## config.mk

```make
export PLATFORM = sky130hd
export DESIGN_NAME = matrix_stream_alu
export DESIGN_NICKNAME = d
export VERILOG_FILES = /design/src/rtl/project_pkg.sv /design/src/rtl/elem_narrow.sv /design/src/rtl/matrix_stream_alu.sv
export SDC_FILE = /design/constraint.sdc
export NUM_CORES = 1
export LEC_CHECK = 0
export BUFFER_PORTS_ARGS = -buffer_cell sky130_fd_sc_hd__clkbuf_2
export CAP_MARGIN = 20
export CORE_MARGIN = 2
export CORE_UTILIZATION = 35
export DETAILED_ROUTE_END_ITERATION = 12
export GPL_ROUTABILITY_DRIVEN = 0
export PLACE_DENSITY = 0.56
export SETUP_SLACK_MARGIN = 0.02
export SLEW_MARGIN = 20
export SYNTH_ARGS = -nofsm -noshare
export SYNTH_HDL_FRONTEND = slang
export SYNTH_HIERARCHICAL = 1
export SYNTH_SLANG_ARGS = --single-unit
export TNS_END_PERCENT = 5
```

## constraint.sdc

```tcl
create_clock -name clk -period 25 [get_ports clk]
set_input_delay 5 -clock clk [delete_from_list [all_inputs] [get_ports clk]]
set_output_delay 5 -clock clk [all_outputs]
set_load 0.05 [all_outputs]
```

## src/rtl/project_pkg.sv

```systemverilog
// Shared types and default sizing for the matrix stream ALU.
//   op_code_t : operation select carried on the op_code port
//   state_t   : matrix_stream_alu controller states
//   DEF_*     : default element width, matrix dimension and accumulator width
package project_pkg;

    localparam int unsigned DEF_ELEM_W  = 8;
    localparam int unsigned DEF_MAX_DIM = 5;
    localparam int unsigned DEF_ACC_W   = 24;

    typedef enum logic [2:0] {
        OP_ADD        = 3'd0,
        OP_SUB        = 3'd1,
        OP_SCALAR_MUL = 3'd2,
        OP_TRANSPOSE  = 3'd3,
        OP_MAT_MUL    = 3'd4
    } op_code_t;

    typedef enum logic [1:0] {
        ST_IDLE = 2'd0,
        ST_CALC = 2'd1,
        ST_OUT  = 2'd2,
        ST_DONE = 2'd3
    } state_t;

endpackage

```

## src/rtl/elem_narrow.sv

```systemverilog
// Narrows a signed ACC_W accumulator value to an ELEM_W result element.
// Build option: MATRIX_STREAM_ALU_SAT_EN defined -> clamp to the signed ELEM_W
// range; undefined -> keep the low ELEM_W bits (two's-complement wrap).
//   acc_i  : signed accumulator value
//   elem_c : narrowed element (combinational)
module elem_narrow #(
    parameter int unsigned ACC_W  = 24,
    parameter int unsigned ELEM_W = 8
) (
    input  logic [ACC_W-1:0]  acc_i,
    output logic [ELEM_W-1:0] elem_c
);

`ifdef MATRIX_STREAM_ALU_SAT_EN
    // Value fits when every bit from the element sign bit upward agrees.
    logic [ACC_W-ELEM_W:0] top_bits;
    assign top_bits = acc_i[ACC_W-1:ELEM_W-1];

    always_comb begin
        elem_c = acc_i[ELEM_W-1:0];
        if (!((&top_bits) || (~|top_bits))) begin
            elem_c = {acc_i[ACC_W-1], {(ELEM_W-1){~acc_i[ACC_W-1]}}};
        end
    end
`else
    logic unused_hi;
    assign unused_hi = ^acc_i[ACC_W-1:ELEM_W];
    assign elem_c    = acc_i[ELEM_W-1:0];
`endif

endmodule

```

## src/rtl/matrix_stream_alu.sv

```systemverilog
// Streaming matrix ALU: ADD, SUB, SCALAR_MUL, TRANSPOSE and MAT_MUL on small
// signed matrices, one shared multiplier, results streamed out element by
// element (row by row, column inner) over a valid/ready handshake.
// Operands are row-major with a fixed stride of MAX_DIM: element (r,c) sits at
// bits [(r*MAX_DIM+c)*ELEM_W +: ELEM_W].
// Build option: MATRIX_STREAM_ALU_SAT_EN selects saturating narrowing.
// Ports:
//   clk, rst_n                     : clock, async active-low reset
//   start, abort                   : request / cancel
//   op_code, a_/b_rows/cols        : operation and operand shapes
//   mat_a, mat_b, scalar           : operands (stable while busy)
//   out_valid/ready/data/row/col/last : result stream
//   busy, done, error_flag, cycle_cnt : status
module matrix_stream_alu
    import project_pkg::*;
#(
    parameter int unsigned ELEM_W  = DEF_ELEM_W,
    parameter int unsigned MAX_DIM = DEF_MAX_DIM,
    parameter int unsigned ACC_W   = DEF_ACC_W
) (
    input  logic                              clk,
    input  logic                              rst_n,
    input  logic                              start,
    input  logic                              abort,
    input  op_code_t                          op_code,
    input  logic [$clog2(MAX_DIM+1)-1:0]      a_rows,
    input  logic [$clog2(MAX_DIM+1)-1:0]      a_cols,
    input  logic [$clog2(MAX_DIM+1)-1:0]      b_rows,
    input  logic [$clog2(MAX_DIM+1)-1:0]      b_cols,
    input  logic [MAX_DIM*MAX_DIM*ELEM_W-1:0] mat_a,
    input  logic [MAX_DIM*MAX_DIM*ELEM_W-1:0] mat_b,
    input  logic [ELEM_W-1:0]                 scalar,
    output logic                              out_valid,
    input  logic                              out_ready,
    output logic [ELEM_W-1:0]                 out_data,
    output logic [$clog2(MAX_DIM)-1:0]        out_row,
    output logic [$clog2(MAX_DIM)-1:0]        out_col,
    output logic                              out_last,
    output logic                              busy,
    output logic                              done,
    output logic                              error_flag,
    output logic [31:0]                       cycle_cnt
);

    localparam int unsigned DIM_W = $clog2(MAX_DIM+1);
    localparam int unsigned IDX_W = $clog2(MAX_DIM);

    function automatic logic dim_ok(input logic [DIM_W-1:0] d);
        return (d != '0) && (d <= DIM_W'(MAX_DIM));
    endfunction

    state_t                    state_q, state_d;
    op_code_t                  op_q, op_d;
    logic [IDX_W-1:0]          row_q, row_d, col_q, col_d, k_q, k_d;
    logic [IDX_W-1:0]          row_last_q, row_last_d, col_last_q, col_last_d;
    logic [IDX_W-1:0]          k_last_q, k_last_d;
    logic signed [ACC_W-1:0]   acc_q, acc_d;
    logic [ELEM_W-1:0]         out_data_q, out_data_d;
    logic                      out_valid_q, out_valid_d, out_last_q, out_last_d;
    logic                      busy_q, busy_d, done_q, done_d, error_q, error_d;
    logic [31:0]               cycle_cnt_q, cycle_cnt_d;

    logic                      legal_c;
    logic [DIM_W-1:0]          res_rows_c, res_cols_c;
    logic signed [ELEM_W-1:0]  a_arr [MAX_DIM][MAX_DIM];
    logic signed [ELEM_W-1:0]  b_arr [MAX_DIM][MAX_DIM];
    logic signed [ELEM_W-1:0]  ea_c, eb_c, mul_rhs_c;
    logic signed [ACC_W-1:0]   product_c, term_c, sum_c;
    logic [ELEM_W-1:0]         narrow_c;

    // Operand legality and result shape for the request on the inputs.
    always_comb begin
        legal_c    = dim_ok(a_rows) && dim_ok(a_cols);
        res_rows_c = a_rows;
        res_cols_c = a_cols;
        case (op_code)
            OP_ADD, OP_SUB: legal_c = legal_c && dim_ok(b_rows) && dim_ok(b_cols)
                                      && (a_rows == b_rows) && (a_cols == b_cols);
            OP_SCALAR_MUL: begin end
            OP_TRANSPOSE: begin
                res_rows_c = a_cols;
                res_cols_c = a_rows;
            end
            OP_MAT_MUL: begin
                legal_c    = legal_c && dim_ok(b_rows) && dim_ok(b_cols) && (a_cols == b_rows);
                res_cols_c = b_cols;
            end
            default: legal_c = 1'b0;
        endcase
    end

    // Unpack the flat operand buses into 2-D element arrays.
    always_comb begin
        for (int r = 0; r < int'(MAX_DIM); r++) begin
            for (int c = 0; c < int'(MAX_DIM); c++) begin
                a_arr[r][c] = mat_a[(r*int'(MAX_DIM)+c)*int'(ELEM_W) +: ELEM_W];
                b_arr[r][c] = mat_b[(r*int'(MAX_DIM)+c)*int'(ELEM_W) +: ELEM_W];
            end
        end
    end

    // Per-cycle datapath: operand select, shared multiplier, accumulate.
    always_comb begin
        ea_c = a_arr[row_q][col_q];
        eb_c = b_arr[row_q][col_q];
        case (op_q)
            OP_TRANSPOSE: ea_c = a_arr[col_q][row_q];
            OP_MAT_MUL: begin
                ea_c = a_arr[row_q][k_q];
                eb_c = b_arr[k_q][col_q];
            end
            default: begin end
        endcase
        mul_rhs_c = (op_q == OP_SCALAR_MUL) ? $signed(scalar) : eb_c;
        product_c = ACC_W'(ea_c) * ACC_W'(mul_rhs_c);
        case (op_q)
            OP_ADD:       term_c = ACC_W'(ea_c) + ACC_W'(eb_c);
            OP_SUB:       term_c = ACC_W'(ea_c) - ACC_W'(eb_c);
            OP_TRANSPOSE: term_c = ACC_W'(ea_c);
            default:      term_c = product_c;
        endcase
        // acc_q is zero at the first k of every element.
        sum_c = acc_q + term_c;
    end

    elem_narrow #(
        .ACC_W  (ACC_W),
        .ELEM_W (ELEM_W)
    ) u_narrow (
        .acc_i  (sum_c),
        .elem_c (narrow_c)
    );

    // Next-state and output logic.
    always_comb begin
        state_d     = state_q;
        op_d        = op_q;
        row_d       = row_q;
        col_d       = col_q;
        k_d         = k_q;
        row_last_d  = row_last_q;
        col_last_d  = col_last_q;
        k_last_d    = k_last_q;
        acc_d       = acc_q;
        out_data_d  = out_data_q;
        out_valid_d = out_valid_q;
        out_last_d  = out_last_q;
        done_d      = 1'b0;
        error_d     = error_q;
        cycle_cnt_d = cycle_cnt_q;

        case (state_q)
            ST_IDLE: begin
                if (start) begin
                    cycle_cnt_d = '0;
                    if (legal_c) begin
                        state_d    = ST_CALC;
                        error_d    = 1'b0;
                        op_d       = op_code;
                        row_d      = '0;
                        col_d      = '0;
                        k_d        = '0;
                        acc_d      = '0;
                        row_last_d = IDX_W'(res_rows_c - DIM_W'(1));
                        col_last_d = IDX_W'(res_cols_c - DIM_W'(1));
                        k_last_d   = (op_code == OP_MAT_MUL) ? IDX_W'(a_cols - DIM_W'(1)) : '0;
                    end else begin
                        state_d = ST_DONE;
                        error_d = 1'b1;
                        done_d  = 1'b1;
                    end
                end
            end
            ST_CALC: begin
                cycle_cnt_d = cycle_cnt_q + 32'd1;
                if (k_q == k_last_q) begin
                    state_d     = ST_OUT;
                    out_data_d  = narrow_c;
                    out_valid_d = 1'b1;
                    out_last_d  = (row_q == row_last_q) && (col_q == col_last_q);
                    k_d         = '0;
                    acc_d       = '0;
                end else begin
                    acc_d = sum_c;
                    k_d   = k_q + IDX_W'(1);
                end
            end
            ST_OUT: begin
                cycle_cnt_d = cycle_cnt_q + 32'd1;
                if (out_ready) begin
                    out_valid_d = 1'b0;
                    out_last_d  = 1'b0;
                    if (out_last_q) begin
                        state_d = ST_DONE;
                        done_d  = 1'b1;
                    end else begin
                        state_d = ST_CALC;
                        if (col_q == col_last_q) begin
                            col_d = '0;
                            row_d = row_q + IDX_W'(1);
                        end else begin
                            col_d = col_q + IDX_W'(1);
                        end
                    end
                end
            end
            ST_DONE: state_d = ST_IDLE;
            default: state_d = ST_IDLE;
        endcase

        // Abort overrides everything, including a same-cycle start.
        if (abort) begin
            state_d     = ST_IDLE;
            out_valid_d = 1'b0;
            out_last_d  = 1'b0;
            done_d      = 1'b0;
            error_d     = 1'b0;
        end

        busy_d = (state_d == ST_CALC) || (state_d == ST_OUT);
    end

    // State and output registers.
    always_ff @(posedge clk or negedge rst_n) begin
        if (!rst_n) begin
            state_q     <= ST_IDLE;
            op_q        <= OP_ADD;
            row_q       <= '0;
            col_q       <= '0;
            k_q         <= '0;
            row_last_q  <= '0;
            col_last_q  <= '0;
            k_last_q    <= '0;
            acc_q       <= '0;
            out_data_q  <= '0;
            out_valid_q <= 1'b0;
            out_last_q  <= 1'b0;
            busy_q      <= 1'b0;
            done_q      <= 1'b0;
            error_q     <= 1'b0;
            cycle_cnt_q <= '0;
        end else begin
            state_q     <= state_d;
            op_q        <= op_d;
            row_q       <= row_d;
            col_q       <= col_d;
            k_q         <= k_d;
            row_last_q  <= row_last_d;
            col_last_q  <= col_last_d;
            k_last_q    <= k_last_d;
            acc_q       <= acc_d;
            out_data_q  <= out_data_d;
            out_valid_q <= out_valid_d;
            out_last_q  <= out_last_d;
            busy_q      <= busy_d;
            done_q      <= done_d;
            error_q     <= error_d;
            cycle_cnt_q <= cycle_cnt_d;
        end
    end

    assign out_valid  = out_valid_q;
    assign out_data   = out_data_q;
    assign out_row    = row_q;
    assign out_col    = col_q;
    assign out_last   = out_last_q;
    assign busy       = busy_q;
    assign done       = done_q;
    assign error_flag = error_q;
    assign cycle_cnt  = cycle_cnt_q;

endmodule

```

==> results.sh, run 1 <==
export IMPL_status="finished clean"
export IMPL_cp_required_ns=25.28
export IMPL_synth_nets=1962
export IMPL_io_pins=479
export IMPL_cp_max_fo=8
export IMPL_setup_viol=0
export IMPL_drc=0
export IMPL_cts_tree="built"
export IMPL_crit_end="out_data[7]"
export IMPL_start_kind="input port"
export IMPL_startpoint="mat_b[112]"
export IMPL_nets=2345
export IMPL_track_usage=0.2539
export IMPL_worstSetupPathDepth=26
export IMPL_multi_input_area_um2=10670
export IMPL_grt_pass1_vias=13730
export IMPL_dieArea_um2=40830
export IMPL_syn_to_final_growth_pct=19.51
export IMPL_synth_warnings=6
export IMPL_grt_overflow_total=0
export IMPL_path_delay_family="adder cells"
export IMPL_clock_path_buffers=2
export IMPL_drive_above_1_share=0.3686
export IMPL_ir_worst_vdd_mv=0.1362
export IMPL_r2r_cells=27
export IMPL_dr_pass1_iters=5
export IMPL_cp_num_buf_inv=5
export IMPL_worst_ep_arrival_time_ns=11.22
export IMPL_rsz0062_at_grt="no"
export IMPL_min_period_over_period=0.4378
export IMPL_critPathKind="in2reg"
export IMPL_r2r_slack_ns=16.32
export IMPL_die_h_um=202.1
export IMPL_max_cap_violations=0
export IMPL_holdPathStages=2
export IMPL_max_freq_mhz=91.36
export IMPL_vias=13550
export IMPL_utilization=0.4246
export IMPL_rows=72
export IMPL_p_leak_nw=7.219
export IMPL_finClkSkew_ns=0.007311
export IMPL_path_clk_slew_ns=0.06
export IMPL_p_total_mw=2.563
export IMPL_power_density_nw_per_um2=156.2
export IMPL_wl_um=52280
export IMPL_grt_max_degree=77
export IMPL_die_x_um=202.1
export IMPL_drv_slew=0
export IMPL_clk_latency_ns=0.34
export IMPL_numPortBuffers=478
export IMPL_synth_cell_area_um2=13730
export IMPL_cts_resized=0
export IMPL_setup_tns_final_ns=0
export IMPL_nFillCells=3936
export IMPL_clock_sinks=76
export IMPL_via_per_inst=5.731
export IMPL_dr_first_iter_drc_count=908
export IMPL_maxSlewHeadroom=0.2822
export IMPL_avgSynthCellArea_um2=9.425
export IMPL_cpPeakStageDelay_ns=0.60
export IMPL_end_kind="flip-flop"
export IMPL_hold_viol_final=0
export IMPL_fin_crit_ns=10.95
export IMPL_antenna_found_initial=5
export IMPL_timing_rr_end="out_data[7]"
export IMPL_cts_made_buffers=9
export IMPL_hpwl_um=41180
export IMPL_drt_wirelength_per_cell_um=22.10
export IMPL_r2r_start="out_col[0]"
export IMPL_htree_levels=3
export IMPL_coreArea_um2=38650
export IMPL_cts_root_buffer="clkbuf_16"
export IMPL_drtAntennaViolNets=0
export IMPL_grt_first_pass_wirelength_um=80830
export IMPL_synth_cells=1457
export IMPL_worstMarginPinSlew_ns=1.070
export IMPL_hold_path_class="reg2reg"
export IMPL_seqCellArea_um2=1921
export IMPL_post_cts_buffers=0
export IMPL_start_util=0.3553
export IMPL_cts_hold_buf=0
export IMPL_crit_slowest_cell="mux2i_1"
==> routing by layer <==
metal / global-route usage / vias up / share of wire
met2: 0.4254 / 603 / 0.48
met5: 0 / - / 0.00017
met4: 0.05804 / 2 / 0.019
li1: - / 6247 / -
met3: 0.04434 / 66 / 0.072
met1: 0.3418 / 6636 / 0.43
==> report_power, final <==
group / leakage, nW / internal (mW) / switching [mW]
Clock: 0.155 / 0.0975 / 0.0517
Sequential: 1.01 / 0.151 / 0.0581
Combinational: 6.06 / 0.965 / 1.24
Total: 7.22 / 1.21 / 1.35
==> cells in the final DEF, fill, tap and decap left out, drive strengths merged, types with 7 or more instances in the layout <==
cell type / count
mux4: 132
o22ai: 33
o21ai: 93
a22o: 12
nand3: 18
nor2: 156
a22oi: 16
a211oi: 17
mux2i: 139
or3: 10
and3: 7
mux2: 25
o31ai: 10
a211o: 7
nand2: 128
buf: 16
nor2b: 8
nand2b: 14
xor2: 35
fa: 22
a21oi: 102
inv: 77
ha: 55
a221oi: 8
clkbuf: 487
xnor2: 23
nand4: 7
dfrtp: 76
a221o: 9
nor3: 21
==> layout make-up <==
type,count,share of cell area
clock buffers,10,0.01395
repair buffers,493,0.1536
flip-flops and latches,76,0.1170
clock inverters,6,0.006862
well taps,518,0.03949
multi-input cells,1180,0.6504
diodes,2,0.0003050
inverters,80,0.01845
==> state kept, by name, summed over array words and instances (netlist names) <==
signal	cells
out_last	1
done	1
state_q	2
acc_q	8
out_valid	1
out_data	8
row_last_q	3
out_col	3
error_flag	1
col_last_q	3
k_q	3
k_last_q	3
out_row	3
busy	1
op_q	3
cycle_cnt	32
==> how the worst min path moves through the flow <==
stage,startpoint,endpoint,slack (ns)
floorplan,acc_q[0],acc_q[0],0.46
global placement,acc_q[0],acc_q[0],0.47
detailed placement,acc_q[0],acc_q[0],0.48
CTS,acc_q[0],acc_q[0],0.49
global route,acc_q[2],acc_q[2],0.52
finish,acc_q[0],acc_q[0],0.49
==> tightest hold or removal path, cell delays in order (launching register included) <==
cell	delay, ns
dfrtp_1	0.34
nand2_1	0.05
o21ai_0	0.06
==> through the flow <==
stage          cells  hold slack (ns)  cell area, um2  setup slack [ns]
5_1_grt         2365           0.5234           16410             13.71
3_3_place_gp    2346           0.4673           16040             13.84
4_1_cts         2362           0.4895           16390             14.06
3_5_place_dp    2346           0.4767           16040             13.72
6_report        2365           0.4855           16410             14.05
2_1_floorplan   1457           0.4563           13730             14.39
(Power assumes the default switching activity.)
==> run 2, diff against run 1 <==
--- a/config.mk
+++ b/config.mk
@@ -11,7 +11,7 @@
 export CORE_UTILIZATION = 35
 export DETAILED_ROUTE_END_ITERATION = 12
 export GPL_ROUTABILITY_DRIVEN = 0
-export PLACE_DENSITY = 0.56
+export PLACE_DENSITY = 0.58
 export SETUP_SLACK_MARGIN = 0.02
 export SLEW_MARGIN = 20
 export SYNTH_ARGS = -nofsm -noshare
==> constraint.sdc (replaced) <==
create_clock -name clk -period 9.4 [get_ports clk]
set_input_delay 1.88 -clock clk [delete_from_list [all_inputs] [get_ports clk]]
set_output_delay 1.88 -clock clk [all_outputs]
set_load 0.05 [all_outputs]
==> results.sh, run 2 (synthesis gave the netlist of run 1 again) <==
export IMPL_status="finished clean"
export IMPL_fin_crit_ns=7.812
export IMPL_finClkSkew_ns=0.008540
export IMPL_htree_levels=3
export IMPL_drt_wirelength_per_cell_um=22.38
export IMPL_seqCellArea_um2=1921
export IMPL_drc=0
export IMPL_coreArea_um2=38650
export IMPL_min_period_over_period=0.8311
export IMPL_antenna_found_initial=9
export IMPL_cts_root_buffer="clkbuf_16"
export IMPL_power_density_nw_per_um2=411.4
export IMPL_hold_viol_final=0
export IMPL_setup_viol=0
export IMPL_dr_pass1_iters=6
export IMPL_drv_slew=0
export IMPL_grt_overflow_total=0
export IMPL_syn_to_final_growth_pct=19.45
export IMPL_die_h_um=202.1
export IMPL_largest_register_ffs=32
export IMPL_maxSlewHeadroom=0.2313
export IMPL_layout_cells_non_filler=2372
export IMPL_max_freq_mhz=128.0
export IMPL_critPathKind="in2reg"
export IMPL_die_x_um=202.1
export IMPL_grt_max_degree=159
export IMPL_wl_um=53100
export IMPL_path_clk_slew_ns=0.06
export IMPL_rows=72
export IMPL_vias=13640
export IMPL_ir_worst_vdd_mv=0.4981
export IMPL_end_kind="flip-flop"
export IMPL_grt_first_pass_wirelength_um=81120
export IMPL_final_common_cell="clkbuf_2"
export IMPL_cts_hold_buf=0
export IMPL_nFillCells=3926
export IMPL_drtAntennaViolNets=0
export IMPL_rsz0062_at_grt="no"
export IMPL_max_cap_violations=0
export IMPL_start_util=0.3553
export IMPL_io_pins=479
export IMPL_dr_first_iter_drc_count=1018
export IMPL_worstMarginPinSlew_ns=1.153
export IMPL_start_kind="input port"
export IMPL_track_usage=0.2554
export IMPL_layout_common_cells="clkbuf_2 (477), nor2_1 (150), mux2i_1 (133), nand2_1 (127), a21oi_1 (101)"
export IMPL_nets=2348
export IMPL_clock_path_buffers=2
export IMPL_cts_made_buffers=9
export IMPL_cp_required_ns=9.68
export IMPL_cp_max_fo=8
export IMPL_dp_cells=2350
export IMPL_multi_input_area_um2=10670
export IMPL_drive_above_1_share=0.3701
export IMPL_cts_resized=0
export IMPL_clock_sinks=76
export IMPL_worst_ep_arrival_time_ns=8.09
export IMPL_p_leak_nw=7.213
export IMPL_hpwl_um=41760
export IMPL_grt_pass1_vias=13920
export IMPL_setup_tns_final_ns=0
export IMPL_post_cts_buffers=0
export IMPL_via_per_inst=5.751
export IMPL_hold_path_class="reg2reg"
export IMPL_dieArea_um2=40830
export IMPL_cts_tree="built"
export IMPL_clk_latency_ns=0.34
export IMPL_numPortBuffers=478
run 2: cell types whose count changed in the layout (fill, tap and decap cells not counted), sizes merged:
cell and delta:
buf +3, bufinv -3, clkbuf -1, diode +4, inv +4
run 2: worst paths after layout:
path	depth (start not counted)	slack, ns	end	from
min in group asynchronous	1	1.58	cycle_cnt[25]	rst_n
min reg2reg	2	0.49	acc_q[4]	acc_q[4]
max	26	1.59	out_data[7]	mat_b[152]
max reg2reg	27	1.71	out_data[7]	out_col[0]
min	2	0.49	acc_q[4]	acc_q[4]
max in group asynchronous	1	7.25	out_row[0]	rst_n
run 2: area by class of cell:
| type | instances | share of cell area |
|---|---|---|
| Multi-Input combinational cell | 1180 | 0.6503 |
| Timing Repair Buffer | 496 | 0.1564 |
| Sequential cell | 76 | 0.1171 |
| Tap cell | 518 | 0.03951 |
| Inverter | 80 | 0.01846 |
| Clock buffer | 9 | 0.01373 |
| Clock inverter | 7 | 0.003509 |
| Antenna cell | 6 | 0.0009153 |
run 2: through the flow:
| stage | instance area (um2) | hold WS, ns | utilization | worst slack (ns) | power, mW |
|---|---|---|---|---|---|
| final | 16400 | 0.4948 | 0.4244 | 1.588 | 6.748 |
| after global routing | 16400 | 0.5223 | 0.4244 | 1.265 | 7.493 |
| after CTS | 16380 | 0.4992 | 0.4240 | 1.563 | 6.800 |
| after detailed placement | 16100 | 0.4854 | 0.4166 | 1.220 | 6.423 |
| after global placement | 16090 | 0.4669 | 0.4162 | 1.334 | 6.354 |
| after floorplan | 13730 | 0.4563 | - | 1.910 | 5.365 |
run 2: power breakdown:
group / switching, mW / internal, mW
sequential: 0.164 / 0.401
combinational: 3.27 / 2.58
clock: 0.150 / 0.182
run 2: layer usage:
metal / vias to the layer above / GRT usage / part of all wire
met4: 6 / 0.07957 / 0.028
met1: 6628 / 0.3368 / 0.41
met5: - / 0 / 0.00064
li1: 6254 / - / -
met2: 660 / 0.4222 / 0.48
met3: 93 / 0.05015 / 0.083
run 2: worst max-delay path, cell delays in order:
cell and delay [ns]:
clkbuf_2 0.10, mux4_2 0.46, a22oi_1 0.29, o21ai_0 0.19, a21oi_1 0.17, o21ai_1 0.08, o211a_1 0.23, mux2i_1 0.53
nor2_1 0.13, fa_1 0.52, inv_1 0.05, fa_1 0.49, inv_1 0.04, fa_1 0.49, inv_1 0.06, fa_1 0.53
inv_1 0.04, ha_1 0.30, a211o_1 0.24, a31oi_1 0.18, o31ai_1 0.10, ha_1 0.33, nor2b_1 0.14, a41o_1 0.20
nor2_1 0.14, mux2_2 0.17
==> run 3, diff against run 2 <==
--- a/config.mk
+++ b/config.mk
@@ -11,7 +11,7 @@
 export CORE_UTILIZATION = 35
 export DETAILED_ROUTE_END_ITERATION = 12
 export GPL_ROUTABILITY_DRIVEN = 0
-export PLACE_DENSITY = 0.58
+export PLACE_DENSITY = 0.56
 export SETUP_SLACK_MARGIN = 0.02
 export SLEW_MARGIN = 20
 export SYNTH_ARGS = -nofsm -noshare
==> constraint.sdc (replaced) <==
create_clock -name clk -period 7.7 [get_ports clk]
set_input_delay 1.54 -clock clk [delete_from_list [all_inputs] [get_ports clk]]
set_output_delay 1.54 -clock clk [all_outputs]
set_load 0.05 [all_outputs]
==> results.sh, run 3 (synthesis gave the netlist of run 1 again) <==
export IMPL_rows=72
export IMPL_die_h_um=202.1
export IMPL_crit_end="out_data[7]"
export IMPL_finClkSkew_ns=0.008542
export IMPL_seqCellArea_um2=1921
export IMPL_drive_above_1_share=0.3818
export IMPL_worst_path_most_repeated_cell="fa_1"
export IMPL_worst_slack_ns=0.4463
export IMPL_r2r_slack_ns=0.62
export IMPL_coreArea_um2=38650
export IMPL_timing_rr_end="out_data[7]"
export IMPL_grt_overflow_total=0
export IMPL_path_delay_family="adder cells"
export IMPL_largest_register_ffs=32
export IMPL_final_common_cell="clkbuf_2"
export IMPL_fin_crit_ns=7.254
export IMPL_wl_um=52920
export IMPL_dr_pass1_iters=6
export IMPL_critPathKind="in2reg"
export IMPL_clock_path_buffers=2
export IMPL_power_density_nw_per_um2=505.4
export IMPL_via_per_inst=5.735
export IMPL_crit_slowest_cell="fa_1"
export IMPL_dr_first_iter_drc_count=949
export IMPL_hold_path_class="reg2reg"
export IMPL_nFillCells=3903
export IMPL_r2r_cells=26
export IMPL_grt_first_pass_wirelength_um=80540
export IMPL_layout_common_cells="clkbuf_2 (477), nor2_1 (150), mux2i_1 (133), nand2_1 (127), a21oi_1 (101)"
export IMPL_status="finished clean"
export IMPL_grt_max_degree=77
export IMPL_cp_max_fo=3
export IMPL_drc=0
export IMPL_io_pins=479
export IMPL_start_util=0.3553
export IMPL_worstMarginPinSlew_ns=0.9193
export IMPL_hpwl_um=43260
export IMPL_cts_resized=0
export IMPL_rsz0062_at_grt="no"
export IMPL_cp_num_buf_inv=4
export IMPL_r2r_start="out_col[0]"
export IMPL_vias=13790
export IMPL_dieArea_um2=40830
export IMPL_dp_cells=2385
export IMPL_max_freq_mhz=137.9
export IMPL_fin_area_um2=16690
export IMPL_track_usage=0.2536
export IMPL_htree_levels=3
export IMPL_clock_sinks=76
export IMPL_min_period_over_period=0.9420
export IMPL_cts_tree="built"
export IMPL_maxSlewHeadroom=0.3844
export IMPL_worst_ep_arrival_time_ns=7.54
export IMPL_setup_tns_final_ns=0
export IMPL_grt_pass1_vias=13840
export IMPL_end_kind="flip-flop"
export IMPL_cpPeakStageDelay_ns=0.55
export IMPL_p_leak_nw=7.407
export IMPL_worstSetupPathDepth=26
export IMPL_startpoint="mat_b[55]"
export IMPL_die_x_um=202.1
export IMPL_utilization=0.4319
export IMPL_cp_required_ns=7.98
export IMPL_cts_made_buffers=9
export IMPL_place_ws_ns=0.1084
export IMPL_start_kind="input port"
export IMPL_syn_to_final_growth_pct=21.55
export IMPL_cts_hold_buf=0
export IMPL_antenna_found_initial=7
export IMPL_numPortBuffers=478
export IMPL_nets=2383
export IMPL_drv_slew=0
export IMPL_setup_viol=0
export IMPL_post_cts_buffers=0
export IMPL_path_clk_slew_ns=0.06
export IMPL_ir_worst_vdd_mv=0.6614
export IMPL_drt_wirelength_per_cell_um=22.01
export IMPL_max_cap_violations=0
export IMPL_multi_input_area_um2=10670
export IMPL_cts_root_buffer="clkbuf_16"
export IMPL_clk_latency_ns=0.35
export IMPL_drtAntennaViolNets=0
export IMPL_placed_cell_area_um2=16390
export IMPL_layout_cells_non_filler=2405
export IMPL_hold_viol_final=0
## run 3: layout make-up
type,count,share of cell area
diodes,4,0.0005997
multi-input cells,1180,0.6394
clock inverters,7,0.003898
clock buffers,9,0.01349
well taps,518,0.03883
inverters,80,0.01814
repair buffers,531,0.1705
flip-flops and latches,76,0.1151
## run 3: worst min path at each step
stage,startpoint,endpoint,slack [ns],depth (start not counted)
after CTS,acc_q[3],acc_q[3],0.49,2
after detailed placement,acc_q[3],acc_q[3],0.48,2
after floorplan,acc_q[0],acc_q[0],0.46,2
after global routing,acc_q[4],acc_q[4],0.52,2
after global placement,acc_q[0],acc_q[0],0.47,2
final,acc_q[3],acc_q[3],0.49,2
## run 3: where the power goes
| part | switching [mW] | internal (mW) | leakage [nW] | total (mW) |
|---|---|---|---|---|
| combinational | 4.09 | 3.28 | 6.26 | 7.37 |
| clock | 0.189 | 0.227 | 0.141 | 0.415 |
| sequential | 0.164 | 0.490 | 1.01 | 0.654 |
| total | 4.44 | 4.00 | 7.41 | 8.44 |
## run 3: worst min-delay path, delay by kind of cell (launching register included)
family / cells / cell delay (ns)
DFF: 1 / 0.35
AOI/OAI and AO/OA: 1 / 0.06
and+or+nand+nor: 1 / 0.05
## run 3: stage by stage
step                power, mW  hold WS, ns
CTS                     8.476       0.4918
global placement        7.909       0.4692
detailed placement      7.994       0.4776
finish                  8.436       0.4900
floorplan               6.549       0.4563
global route            9.317       0.5179
## run 3: per-layer routing
metal / vias up / share of wire / track usage
met5: - / 0.00062 / 0
met1: 6697 / 0.42 / 0.3338
li1: 6328 / - / -
met4: 6 / 0.029 / 0.07484
met3: 95 / 0.090 / 0.06030
met2: 667 / 0.46 / 0.4138
